`src/rtl/program_loader.sv`:
```
// program_loader: turns a byte stream (16-bit big-endian word count, then
// big-endian 32-bit instruction words) into the CPU's instruction-initialize
// writes. The CPU is held in reset during the load and released afterwards
// so that it starts running from BASE_ADDR.
module program_loader #(
    parameter logic [31:0] BASE_ADDR   = 32'd0,
    parameter int          MAX_WORDS   = 64,
    parameter int          HOLD_CYCLES = 2
) (
    input  logic        clk,
    input  logic        rst,
    input  logic        start,
    input  logic [7:0]  in_data,
    input  logic        in_valid,
    output logic        in_ready,
    output logic        initialize,
    output logic [31:0] instruction_initialize_data,
    output logic [31:0] instruction_initialize_address,
    output logic        load_we,
    output logic        cpu_rst,
    output logic        done,
    output logic        error
);

    localparam logic [2:0] S_IDLE    = 3'd0;
    localparam logic [2:0] S_LEN_HI  = 3'd1;
    localparam logic [2:0] S_LEN_LO  = 3'd2;
    localparam logic [2:0] S_WORD    = 3'd3;
    localparam logic [2:0] S_WRITE   = 3'd4;
    localparam logic [2:0] S_RELEASE = 3'd5;
    localparam logic [2:0] S_RUN     = 3'd6;
    localparam logic [2:0] S_ERR     = 3'd7;

    localparam logic [15:0] MAX_N = 16'(MAX_WORDS);

    // The release counter only has to reach HOLD_CYCLES-1; at least one bit wide.
    localparam int HW = (HOLD_CYCLES > 1) ? $clog2(HOLD_CYCLES) : 1;
    localparam logic [HW-1:0] HOLD_LAST = HW'(HOLD_CYCLES - 1);

    logic [2:0]    state;
    logic [15:0]   word_count;
    logic [15:0]   idx;
    logic [1:0]    bc;
    logic [23:0]   shreg;
    logic [HW-1:0] hold_cnt;

    logic          xfer;
    logic [15:0]   len_next;
    logic [15:0]   idx_next;
    logic [31:0]   word_addr;

    assign xfer      = in_valid & in_ready;
    assign len_next  = {word_count[15:8], in_data};
    assign idx_next  = idx + 16'd1;
    assign word_addr = BASE_ADDR + {14'd0, idx, 2'b00};

    // Sequencer: header capture, big-endian word assembly, write strobe and release timing.
    always_ff @(posedge clk) begin
        if (rst) begin
            state                          <= S_IDLE;
            word_count                     <= 16'd0;
            idx                            <= 16'd0;
            bc                             <= 2'd0;
            shreg                          <= 24'd0;
            hold_cnt                       <= '0;
            instruction_initialize_data    <= 32'h0;
            instruction_initialize_address <= BASE_ADDR;
        end else begin
            case (state)
                S_IDLE: begin
                    if (start) state <= S_LEN_HI;
                end
                S_LEN_HI: begin
                    if (xfer) begin
                        word_count[15:8] <= in_data;
                        state            <= S_LEN_LO;
                    end
                end
                S_LEN_LO: begin
                    if (xfer) begin
                        word_count <= len_next;
                        if (len_next == 16'd0 || len_next > MAX_N) begin
                            state <= S_ERR;
                        end else begin
                            idx   <= 16'd0;
                            bc    <= 2'd0;
                            state <= S_WORD;
                        end
                    end
                end
                S_WORD: begin
                    if (xfer) begin
                        shreg <= {shreg[15:0], in_data};
                        bc    <= bc + 2'd1;
                        if (bc == 2'd3) begin
                            instruction_initialize_data    <= {shreg, in_data};
                            instruction_initialize_address <= word_addr;
                            state                          <= S_WRITE;
                        end
                    end
                end
                S_WRITE: begin
                    idx <= idx_next;
                    bc  <= 2'd0;
                    if (idx_next == word_count) begin
                        hold_cnt <= '0;
                        state    <= S_RELEASE;
                    end else begin
                        state <= S_WORD;
                    end
                end
                S_RELEASE: begin
                    if (hold_cnt == HOLD_LAST) state <= S_RUN;
                    else hold_cnt <= hold_cnt + HW'(1);
                end
                S_RUN: begin
                    if (start) state <= S_LEN_HI;
                end
                S_ERR: begin
                    if (start) state <= S_LEN_HI;
                end
                default: state <= S_IDLE;
            endcase
        end
    end

    // Control outputs are pure functions of the current state.
    always_comb begin
        in_ready   = 1'b0;
        initialize = 1'b0;
        load_we    = 1'b0;
        cpu_rst    = 1'b1;
        done       = 1'b0;
        error      = 1'b0;
        case (state)
            S_LEN_HI, S_LEN_LO, S_WORD: begin
                in_ready   = 1'b1;
                initialize = 1'b1;
            end
            S_WRITE: begin
                initialize = 1'b1;
                load_we    = 1'b1;
            end
            S_RUN: begin
                cpu_rst = 1'b0;
                done    = 1'b1;
            end
            S_ERR: begin
                error = 1'b1;
            end
            default: begin
                in_ready = 1'b0;
            end
        endcase
    end

endmodule

```
`config.mk`:
```
export PLATFORM = sky130hd
export DESIGN_NAME = program_loader
export DESIGN_NICKNAME = d
export VERILOG_FILES = /design/src/rtl/program_loader.sv
export SDC_FILE = /design/constraint.sdc
export NUM_CORES = 1
export LEC_CHECK = 0
export CORE_MARGIN = 2
export CORE_UTILIZATION = 50
export DETAILED_ROUTE_END_ITERATION = 10
export PLACE_DENSITY_LB_ADDON = 0.08
export SKIP_CTS_REPAIR_TIMING = 1
export SYNTH_ARGS = -nofsm -noshare
export SYNTH_HDL_FRONTEND = slang
export SYNTH_SLANG_ARGS = --single-unit
```
`constraint.sdc`:
```
create_clock -name clk -period 5.1 [get_ports clk]
set_input_delay 1.02 -clock clk [delete_from_list [all_inputs] [get_ports clk]]
set_output_delay 1.02 -clock clk [all_outputs]
set_load 0.05 [all_outputs]
```
==> impl_metrics.json, run 1 <==
{
  "pin_count": 82,
  "fmax_mhz": 268.7,
  "setup_viol": 0,
  "yosysTopAreaCell": "dfxtp_1",
  "async_reset_ff_share_pct": 0,
  "path_class": "register to primary output",
  "synth-seq-area-share_pct": 44.91,
  "power.density_mw_per_mm2": 343.0,
  "drv_slew": 0,
  "routed_via_density": 5.500,
  "drtIter0Drc": 226,
  "synth-edff-count": 0,
  "path_cells": "nor2_1, nand2_1, inv_1, buf_4, clkdlybuf4s50_1",
  "hpwlAfterDp_um": 8114,
  "synth_top_cells_by_area": "dfxtp_1, nand2_1, a21oi_1",
  "synth_flop_cell": "dfxtp_1",
  "cpLargestDelayFamily": "buffers and inverters",
  "clock_sinks": 110,
  "use_met2_pct": 34.27,
  "finalWeightedCongestion": 0.8435,
  "portBuffers": 65,
  "avgSynthCellArea_sq_um": 7.820,
  "first_global_vias": 3941,
  "synth_top_area_share_pct": 44.91,
  "clkSlewWorstSetupHoldPaths_ps": 120,
  "top_usage_layer": "met1",
  "first_pass_iters": 4,
  "leakagePower_nw": 1.866,
  "holdWs_ps": 459.1,
  "die_x_um": 103.0,
  "cts_max_level": 3,
  "syn_area_sq_mm": 0.004903,
  "finalHoldViolCount": 0,
  "fp.coreArea_sq_mm": 0.009639,
  "crit_arrival_ps": 2700,
  "die_h_um": 103.0,
  "drcViolationCount": 0,
  "clk-insertion-delay-late_ps": 370,
  "min_period_ps": 3722,
  "grt_pass1_wl_um": 19450,
  "cp-end-kind": "primary output",
  "crit_buf_inv": 3,
  "nets": 678,
  "drive_above_1_share_pct": 4.335,
  "antenna_found_initial": 0,
  "antenna_cells": 0,
  "cts_buffers": 9,
  "syn_inst": 627,
  "worstMarginPinSlew_ps": 976.9,
  "wirelength_um": 11900,
  "critPathMaxFanout": 24,
  "dieArea_sq_mm": 0.01062,
  "required_ps": 4080,
  "grt_util_all_layers_pct": 23.07,
  "cap_violations": 0,
  "num_vias": 4411,
  "status": "completed",
  "wl_per_cell_um": 14.84,
  "peakVddDrop_uv": 286.2,
  "clock_skew_ps": 13.72,
  "yosysWarnings": 0,
  "cts_root_buf": "clkbuf_8",
  "tns_ps": 0,
  "ys_types": 54,
  "slowest_delay_ps": 850,
  "hp-class": "register to register",
  "synth_seq_cells": 110,
  "critPathLaunchType": "register",
  "cpMaxStageDelayCell": "clkdlybuf4s50_1",
  "syn2layout_area_growth_pct": 16.94,
  "start_util_pct": 50.87,
  "rsz0062_at_grt": "no",
  "grtUsageMet1_pct": 34.65,
  "timing.final.crit_share_pct": 72.98,
  "ant_nets": 0,
  "grt_max_degree": 70,
  "clk_path_buf_depth": 2,
  "grt-ovfl-total": 0,
  "met3_usage_pct": 2.983,
  "cts_tree": "yes",
  "maxSlewHeadroom_pct": 34.69,
  "rows": 36
}
[layout by cell type (no fill, tap or decap), types with 4 or more instances in the layout]
| master | synthesis | layout |
|---|---|---|
| nor3_1 | 5 | 5 |
| mux2i_1 | 8 | 8 |
| o21ai_0 | 12 | 12 |
| dfxtp_1 | 110 | 110 |
| clkbuf_8 | 0 | 9 |
| buf_4 | 20 | 6 |
| clkdlybuf4s50_1 | 0 | 64 |
| xnor2_1 | 17 | 17 |
| nor4_1 | 7 | 7 |
| conb_1 | 1 | 16 |
| a31oi_1 | 7 | 7 |
| nand2b_1 | 6 | 6 |
| inv_1 | 8 | 8 |
| and3_1 | 5 | 5 |
| a21oi_1 | 91 | 91 |
| xor2_1 | 4 | 4 |
| nand3_1 | 14 | 13 |
| nor2_1 | 30 | 30 |
| a311oi_1 | 10 | 10 |
| nand2_1 | 182 | 182 |
[synthesized netlist by cell type, drive strengths merged, types with 3 or more instances]
master	count
nor2	30
nand2	182
dfxtp	110
mux2i	8
o21ai	12
and3	5
or4	5
nor3	5
nand3	15
buf	27
a21oi	92
nor4	7
and4	3
inv	8
nand4	4
xnor2	17
xor2	4
nand2b	6
a211oi	3
a31oi	7
clkbuf	32
nor2b	3
a311oi	10
[through the flow]
| stage | util [%] | instance area, sq um | worst slack (ps) | instances | power, W |
|---|---|---|---|---|---|
| 3_5_place_dp | 57.13 | 5507 | 1282 | 786 | 0.001398 |
| 3_3_place_gp | 57.13 | 5507 | 1348 | 786 | 0.001391 |
| 2_1_floorplan | - | 4960 | 2188 | 642 | 0.001295 |
| 4_1_cts | 59.49 | 5734 | 1382 | 802 | 0.001970 |
| 5_1_grt | 59.49 | 5734 | 1241 | 802 | 0.002050 |
| 6_report | 59.49 | 5734 | 1378 | 802 | 0.001967 |
[per-layer routing]
layer  wire [um]  part of all wire (%)  vias up
met5           0                     0        -
li1            -                     -     2183
met2        5245                    44      125
met4         206                   1.7        0
met1        5928                    50     2085
met3         518                   4.4       18
[path summary, 6_finish.rpt]
path | cells after the start | slack, ps | end | from
max | 5 | 1380 | load_we | state[0]$_SDFFE_PP0P_
min | 2 | 460 | instruction_initialize_address[8]$_SDFFE_PP0P_ | instruction_initialize_address[8]$_SDFFE_PP0P_
max reg2reg | 7 | 2110 | state[2]$_SDFFE_PP0P_ | idx[0]$_SDFFE_PP0P_
min reg2reg | 2 | 460 | instruction_initialize_address[8]$_SDFFE_PP0P_ | instruction_initialize_address[8]$_SDFFE_PP0P_
[power by group]
| group | switching (W) | internal [W] |
|---|---|---|
| logic | 0.000292 | 0.000148 |
| clock network | 0.000337 | 0.000244 |
| registers | 0.0000556 | 0.000889 |
[worst register-to-register path, cell delays in order, from the launching register on]
cell,delay (ps)
dfxtp_1,510
ha_1,320
nand3_1,310
or4_1,610
a22o_1,280
nor4_1,250
nor4b_1,450
o41a_1,190
[cells by family (layout without fill, tap and decap cells)]
| kind of cell | after synthesis | after routing | share of synthesized area (%) |
|---|---|---|---|
| compound gates | 145 | 145 | 17.71 |
| xor+xnor | 21 | 21 | 3.751 |
| fa+ha+maj | 2 | 2 | 0.5103 |
| buf+inv | 67 | 94 | 6.940 |
| flops | 110 | 110 | 44.91 |
| mux | 8 | 8 | 1.633 |
| other cells | 1 | 16 | 0.07648 |
| simple gates | 273 | 273 | 24.47 |
[registers in the layout, summed over array words and instances (netlist names)]
name	flops
hold_cnt	1
shreg	24
state	3
word_count	16
instruction_initialize_data	32
idx	16
bc	2
instruction_initialize_address	16
[layout make-up]
| cell class | count | area (sq um) |
|---|---|---|
| multi-input combinational | 465 | 2422 |
| inverter | 8 | 30.03 |
| fill | 917 | 3905 |
| clock inverter | 7 | 103.9 |
| tap | 133 | 166.4 |
| sequential | 110 | 2202 |
| clock buffer | 9 | 123.9 |
| timing repair buffer | 70 | 685.7 |
No activity file was read; power rests on OpenSTA's default activity.
==> run 2, diff against run 1 <==
--- a/config.mk
+++ b/config.mk
@@ -6,7 +6,7 @@
 export NUM_CORES = 1
 export LEC_CHECK = 0
 export CORE_MARGIN = 2
-export CORE_UTILIZATION = 50
+export CORE_UTILIZATION = 48
 export DETAILED_ROUTE_END_ITERATION = 10
 export PLACE_DENSITY_LB_ADDON = 0.08
 export SKIP_CTS_REPAIR_TIMING = 1
==> constraint.sdc (replaced) <==
create_clock -name clk -period 3.3 [get_ports clk]
set_input_delay 0.66 -clock clk [delete_from_list [all_inputs] [get_ports clk]]
set_output_delay 0.66 -clock clk [all_outputs]
set_load 0.05 [all_outputs]
==> impl_metrics.json, run 2 (synthesis results as in run 1) <==
{
  "status": "completed",
  "place_ws_ps": 158.2,
  "clk_path_buf_depth": 2,
  "ant_nets": 0,
  "regToRegSetupSlack_ps": 560,
  "portBuffers": 65,
  "start_util_pct": 49.71,
  "clkSlewWorstSetupHoldPaths_ps": 110,
  "timing.final.crit_share_pct": 93.93,
  "required_ps": 2640,
  "die_h_um": 105.1,
  "num_vias": 4406,
  "cap_violations": 0,
  "antenna_cells": 0,
  "antenna_found_initial": 0,
  "fp.coreArea_sq_mm": 0.009864,
  "fmax_mhz": 322.6,
  "path_cells": "nor2_1, nand2_1, inv_1, clkdlybuf4s50_1",
  "nets": 688,
  "cp-end-kind": "primary output",
  "rows": 36,
  "clock_skew_ps": 12.30,
  "drcViolationCount": 0,
  "drive_above_1_share_pct": 5.744,
  "drtIter0Drc": 231,
  "grt_util_all_layers_pct": 22.07,
  "setup_viol": 0,
  "reg_top3": "instruction_initialize_data x32, shreg x24",
  "grt-ovfl-total": 0,
  "finalWeightedCongestion": 0.8377,
  "cts_max_level": 3,
  "clock_sinks": 110,
  "crit_buf_inv": 2,
  "critPathMaxFanout": 13,
  "grt_pass1_wl_um": 19840,
  "mostFrequentLayoutCell": "nand2_1",
  "routed_via_density": 5.426,
  "regMostFlops": "instruction_initialize_data",
  "path_class": "register to primary output",
  "dieArea_sq_mm": 0.01104,
  "wl_per_cell_um": 15.09,
  "first_pass_iters": 4,
  "maxSlewHeadroom_pct": 55.45,
  "die_x_um": 105.1,
  "cpLargestDelayFamily": "buffers and inverters",
  "finalHoldViolCount": 0,
  "wirelength_um": 12250,
  "cts_tree": "yes",
  "leakagePower_nw": 1.905,
  "fill_cells": 900,
  "crit_arrival_ps": 2440,
  "cts_buffers": 9,
  "timing.final.ws_setup_ps": 200.5,
  "hpwlAfterDp_um": 8427,
  "peakVddDrop_uv": 488.2,
  "clk-insertion-delay-late_ps": 380,
  "worstMarginPinSlew_ps": 662.1,
  "pin_count": 82,
  "tns_ps": 0,
  "rsz0062_at_grt": "no",
  "drv_slew": 0,
  "grt_max_degree": 62,
  "hp-class": "register to register",
  "cpMaxStageDelayCell": "clkdlybuf4s50_1",
  "power.density_mw_per_mm2": 518.9,
  "critPathLaunchType": "register",
  "first_global_vias": 4017,
  "layout_common_cells": "nand2_1, dfxtp_1, a21oi_1, clkdlybuf4s50_1, nor2_1",
  "syn2layout_area_growth_pct": 18.27,
  "slowest_delay_ps": 810,
  "cts_root_buf": "clkbuf_8",
  "largest_reg_flops": 32,
  "min_period_ps": 3100
}
## run 2: tightest hold or removal path, stage by stage (launching register included)
cell,delay (ps)
dfxtp_1,320
nand2_1,50
a21oi_1,50
## run 2: final cells by class
class	count	area, sq um	area share, %
repair buffers	80	773.2	13.33
flip-flops and latches	110	2202	37.97
multi-input cells	465	2422	41.77
clock buffers	9	123.9	2.136
inverters	8	30.03	0.5178
clock inverters	7	81.33	1.402
well taps	133	166.4	2.869
## run 2: worst paths after layout
check | to | cells past startpoint | start
hold / removal | instruction_initialize_address[8]$_SDFFE_PP0P_ | 2 | instruction_initialize_address[8]$_SDFFE_PP0P_
setup / recovery | load_we | 4 | state[0]$_SDFFE_PP0P_
setup reg to reg | state[1]$_SDFFE_PP0P_ | 6 | idx[0]$_SDFFE_PP0P_
hold reg to reg | instruction_initialize_address[8]$_SDFFE_PP0P_ | 2 | instruction_initialize_address[8]$_SDFFE_PP0P_
## run 2: report_power, final
group	switching [W]	total (W)	internal (W)
Clock	0.000489	0.000849	0.000360
Sequential	0.0000878	0.00146	0.00137
Combinational	0.000453	0.000698	0.000246
## run 2: routing by layer
metal | part of all wire [%] | GRT usage [%] | routed length (um)
met1 | 49 | 31.26 | 5996
met2 | 46 | 34.55 | 5605
met3 | 4.1 | 3.618 | 508
met4 | 1.2 | 6.476 | 142
met5 | 0 | 0 | 0
## run 2: stage by stage
step | util (%) | std cells | cell area [sq um] | hold slack [ps] | total power [W]
2_1_floorplan | - | 642 | 4960 | 432.2 | 0.002001
3_3_place_gp | 56.71 | 796 | 5594 | 442.5 | 0.002168
3_5_place_dp | 56.71 | 796 | 5594 | 446.4 | 0.002181
4_1_cts | 58.79 | 812 | 5799 | 462.2 | 0.003023
5_1_grt | 58.79 | 812 | 5799 | 483.2 | 0.003141
6_report | 58.79 | 812 | 5799 | 458.3 | 0.003009
==> run 3, diff against run 2 <==
--- a/config.mk
+++ b/config.mk
@@ -6,7 +6,7 @@
 export NUM_CORES = 1
 export LEC_CHECK = 0
 export CORE_MARGIN = 2
-export CORE_UTILIZATION = 48
+export CORE_UTILIZATION = 45
 export DETAILED_ROUTE_END_ITERATION = 10
 export PLACE_DENSITY_LB_ADDON = 0.08
 export SKIP_CTS_REPAIR_TIMING = 1
==> impl_metrics.json, run 3 (synthesis results as in run 1) <==
{
  "power.density_mw_per_mm2": 507.3,
  "nets": 694,
  "die_x_um": 108.4,
  "path_class": "register to primary output",
  "mostFrequentLayoutCell": "nand2_1",
  "cts_tree": "yes",
  "rsz0062_at_grt": "no",
  "rows": 38,
  "routed_via_density": 5.313,
  "place_ws_ps": 9.570,
  "min_period_ps": 2994,
  "cts_max_level": 3,
  "place_area_sq_mm": 0.005645,
  "num_vias": 4383,
  "clk_path_buf_depth": 2,
  "required_ps": 2640,
  "clock_sinks": 110,
  "timing.final.ws_setup_ps": 305.9,
  "fmax_mhz": 334.0,
  "drive_above_1_share_pct": 6.569,
  "clock_skew_ps": 13.73,
  "timing.final.crit_share_pct": 90.73,
  "status": "completed",
  "worstMarginPinSlew_ps": 646.9,
  "layout_common_cells": "nand2_1, dfxtp_1, a21oi_1, clkdlybuf4s50_1, nor2_1",
  "clk-insertion-delay-late_ps": 390,
  "fill_cells": 1052,
  "regMostFlops": "instruction_initialize_data",
  "antenna_found_initial": 0,
  "grt_util_all_layers_pct": 21.97,
  "setup_viol": 0,
  "cp-end-kind": "primary output",
  "seqCellArea_sq_mm": 0.002202,
  "drv_slew": 0,
  "wl_per_cell_um": 15.06,
  "first_global_vias": 3990,
  "cts_buffers": 9,
  "grt_pass1_wl_um": 20160,
  "leakagePower_nw": 1.934,
  "cap_violations": 0,
  "maxSlewHeadroom_pct": 56.61,
  "largest_reg_flops": 32,
  "die_h_um": 108.4,
  "dieArea_sq_mm": 0.01175,
  "critPathLaunchType": "register",
  "drcViolationCount": 0,
  "finalWeightedCongestion": 0.8245,
  "stdcell_area_sq_mm": 0.005833,
  "multi_input_area_sq_mm": 0.002422,
  "critPathMaxFanout": 13,
  "ant_nets": 0,
  "fp.coreArea_sq_mm": 0.01075,
  "first_pass_iters": 5,
  "syn2layout_area_growth_pct": 18.96,
  "portBuffers": 65,
  "start_util_pct": 45.63,
  "grt-ovfl-total": 0,
  "peakVddDrop_uv": 373.0,
  "hpwlAfterDp_um": 8725,
  "cts_root_buf": "clkbuf_8",
  "clkSlewWorstSetupHoldPaths_ps": 110,
  "hp-class": "register to register",
  "wirelength_um": 12420,
  "reg_top3": "instruction_initialize_data x32, shreg x24",
  "pin_count": 82,
  "finalHoldViolCount": 0,
  "drtIter0Drc": 277,
  "antenna_cells": 0,
  "crit_arrival_ps": 2330,
  "grt_max_degree": 49,
  "tns_ps": 0
}
-- run 3: cell count changes in the layout (fill, tap and decap cells not counted), sizes merged --
| cell | change |
|---|---|
| clkinvlp | -1 |
| bufinv | -1 |
| buf | +7 |
| inv | +2 |
| clkbuf | +1 |
| clkdlybuf4s50 | -1 |
| clkinv | -1 |
-- run 3: path summary, 6_finish.rpt --
path                            slack, ps                   start                                      endpoint  depth (start not counted)
worst min register to register        450  shreg[23]$_SDFFE_PP0P_  instruction_initialize_data[31]$_SDFFE_PP0P_                          2
worst max register to register        700     idx[4]$_SDFFE_PP0P_                         state[1]$_SDFFE_PP0P_                          5
worst max-delay path                  310   state[0]$_SDFFE_PP0P_                                      in_ready                          3
worst min-delay path                  450  shreg[23]$_SDFFE_PP0P_  instruction_initialize_data[31]$_SDFFE_PP0P_                          2
-- run 3: worst max-delay path: stages, from the launching register on --
cell and delay, ps:
dfxtp_1 660, nor2_1 180, nor2_1 250, clkdlybuf4s50_1 860
-- run 3: area by class of cell --
class	instances	area share, %
Multi-Input combinational cell	465	41.53
Sequential cell	110	37.75
Timing Repair Buffer	86	13.99
Tap cell	140	3.003
Clock buffer	10	2.188
Clock inverter	6	1.030
Inverter	8	0.5148
-- run 3: through the flow --
stage / power [W] / std cells / utilization (%) / hold WS, ps
floorplan: 0.002001 / 642 / - / 432.2
global placement: 0.002176 / 809 / 52.54 / 440.5
detailed placement: 0.002188 / 809 / 52.54 / 445.0
CTS: 0.002971 / 825 / 54.29 / 460.5
global route: 0.003108 / 825 / 54.29 / 474.2
finish: 0.002959 / 825 / 54.29 / 451.6
-- run 3: per-layer routing --
layer  routed length [um]  GRT usage, %  part of all wire [%]  vias to the layer above
met2                 5241         31.54                    42                      134
li1                     -             -                     -                     2209
met5                    0             0                     0                        -
met1                 6169         32.30                    50                     2019
met3                  719         4.702                   5.8                       21
met4                  290         7.875                   2.3                        0
-- run 3: power by group --
| part | switching [W] | total [W] | leakage, nW | internal [W] |
|---|---|---|---|---|
| sequential | 0.0000832 | 0.00146 | 0.887 | 0.00137 |
| combinational | 0.000461 | 0.000710 | 0.952 | 0.000249 |
| clock | 0.000498 | 0.000793 | 0.0950 | 0.000294 |
==> patch: new RTL, settings of run 2 <==
Set the parameter `HOLD_CYCLES` to 4 (it was 2).
--- a/src/rtl/program_loader.sv
+++ b/src/rtl/program_loader.sv
@@ -5,7 +5,7 @@
 module program_loader #(
     parameter logic [31:0] BASE_ADDR   = 32'd0,
     parameter int          MAX_WORDS   = 64,
-    parameter int          HOLD_CYCLES = 2
+    parameter int          HOLD_CYCLES = 4
 ) (
     input  logic        clk,
     input  logic        rst,
Check against the original RTL: no difference found for any inputs over 4 cycles, from zero or initial values and one cycle with rst high; that may be too few to reach the edited logic, so the function may still have changed.
==> patch against run 2 <==
Cell area rose by 1.9%; combinational power decreased by 25%; synthesized area is 2.5% higher; worst hold slack got worse by 0.0016 ns; sequential cell count up 1; power is 6.0% lower; setup slack gained 0.17 ns; utilization fell by 1.0 points; fmax is 5.7% higher; wire length about the same; register-to-register slack better by 0.18 ns; critical path depth shrank 1.
==> patch: results (changes against run 2) <==
* Outcome: complete, no violations (unchanged)
* WL final at 12.3 mm (about the same)
* DR WL met2 at 5.58 mm (was 5.61 mm)
* Via count at 4479 (was 4406)
* Post-DP HPWL at 8.50 mm (was 8.43 mm)
* 1st-iter DRT viols at 163 (was 231)
* Pwr/cell area at 479 mW/mm^2 (was 519 mW/mm^2)
* RD Place Congestion at 0.918 (was 0.838)
* Clk_buf instances at 10 (was 9)
* M1 GR Usage at 31.1% (was 31.3%)
* Worst-Margin Slew at 0.561 ns (was 0.662 ns)
* GRT Total Usage at 22.3% (was 22.1%)
* Global-route wire length before repair at 20.1 mm (was 19.8 mm)
* Fin nets at 698 (was 688)
* Placed cell count at 808 (was 796)
* Seq/total area at 37.6% (was 38.0%)
* Fillers at 1001 (was 900)
* Core Rows at 37 (was 36)
* CP arrival at 2.27 ns (was 2.44 ns)
* Share of cells above drive strength 1 at 7.85% (was 5.74%)
* Worst-path fanout max at 14 (was 13)
* GR Util met3 at 4.17% (was 3.62%)
* Post-synthesis sequential area ratio at 44.2% (was 44.9%)
* Non-clock buffer share at 12.8% (was 13.3%)
* Vias in the first global route at 4014 (was 4017)
* Setup WS pre-CTS at 0.134 ns (was 0.158 ns)
* Mean Syn Cell Area at 7.85 sq um (was 7.82 sq um)
* Static Leak at 0.00195 uW (was 0.00191 uW)
* Peak supply drop at 0.332 mV (was 0.488 mV)
* Repair and plain buffers at 78 (was 80)
* Largest net degree at the start of global routing at 49 (was 62)
* Final std cells w/o fill at 824 (was 812)
patch: cell types whose count changed in the layout (fill, tap and decap cells not counted), sizes merged, moves of 6 or more:
| cell | change |
|---|---|
| xor2 | +6 |
| a21oi | +12 |
| mux2i | -7 |
| nand2 | +15 |
| nor2 | -8 |
| nand3 | -6 |
patch: kinds of logic after synthesis:
family	Yosys count	share of synthesized area, %
buffers and inverters	66	6.45
AO/OA/AOI/OAI	149	18.4
adder cells (fa/ha/maj)	3	0.747
AND/OR/NAND/NOR	282	25.1
flip-flops	111	44.2
other	1	0.0746
XOR/XNOR	26	4.53
multiplexers	2	0.423
patch: final timing paths:
path / startpoint / cells past startpoint / end / slack (ns)
worst max-delay path: state[0] / 3 / cpu_rst / 0.37
worst min register to register: instruction_initialize_address[11] / 2 / instruction_initialize_address[11] / 0.46
worst min-delay path: instruction_initialize_address[11] / 2 / instruction_initialize_address[11] / 0.46
worst max register to register: idx[0] / 6 / state[1] / 0.74
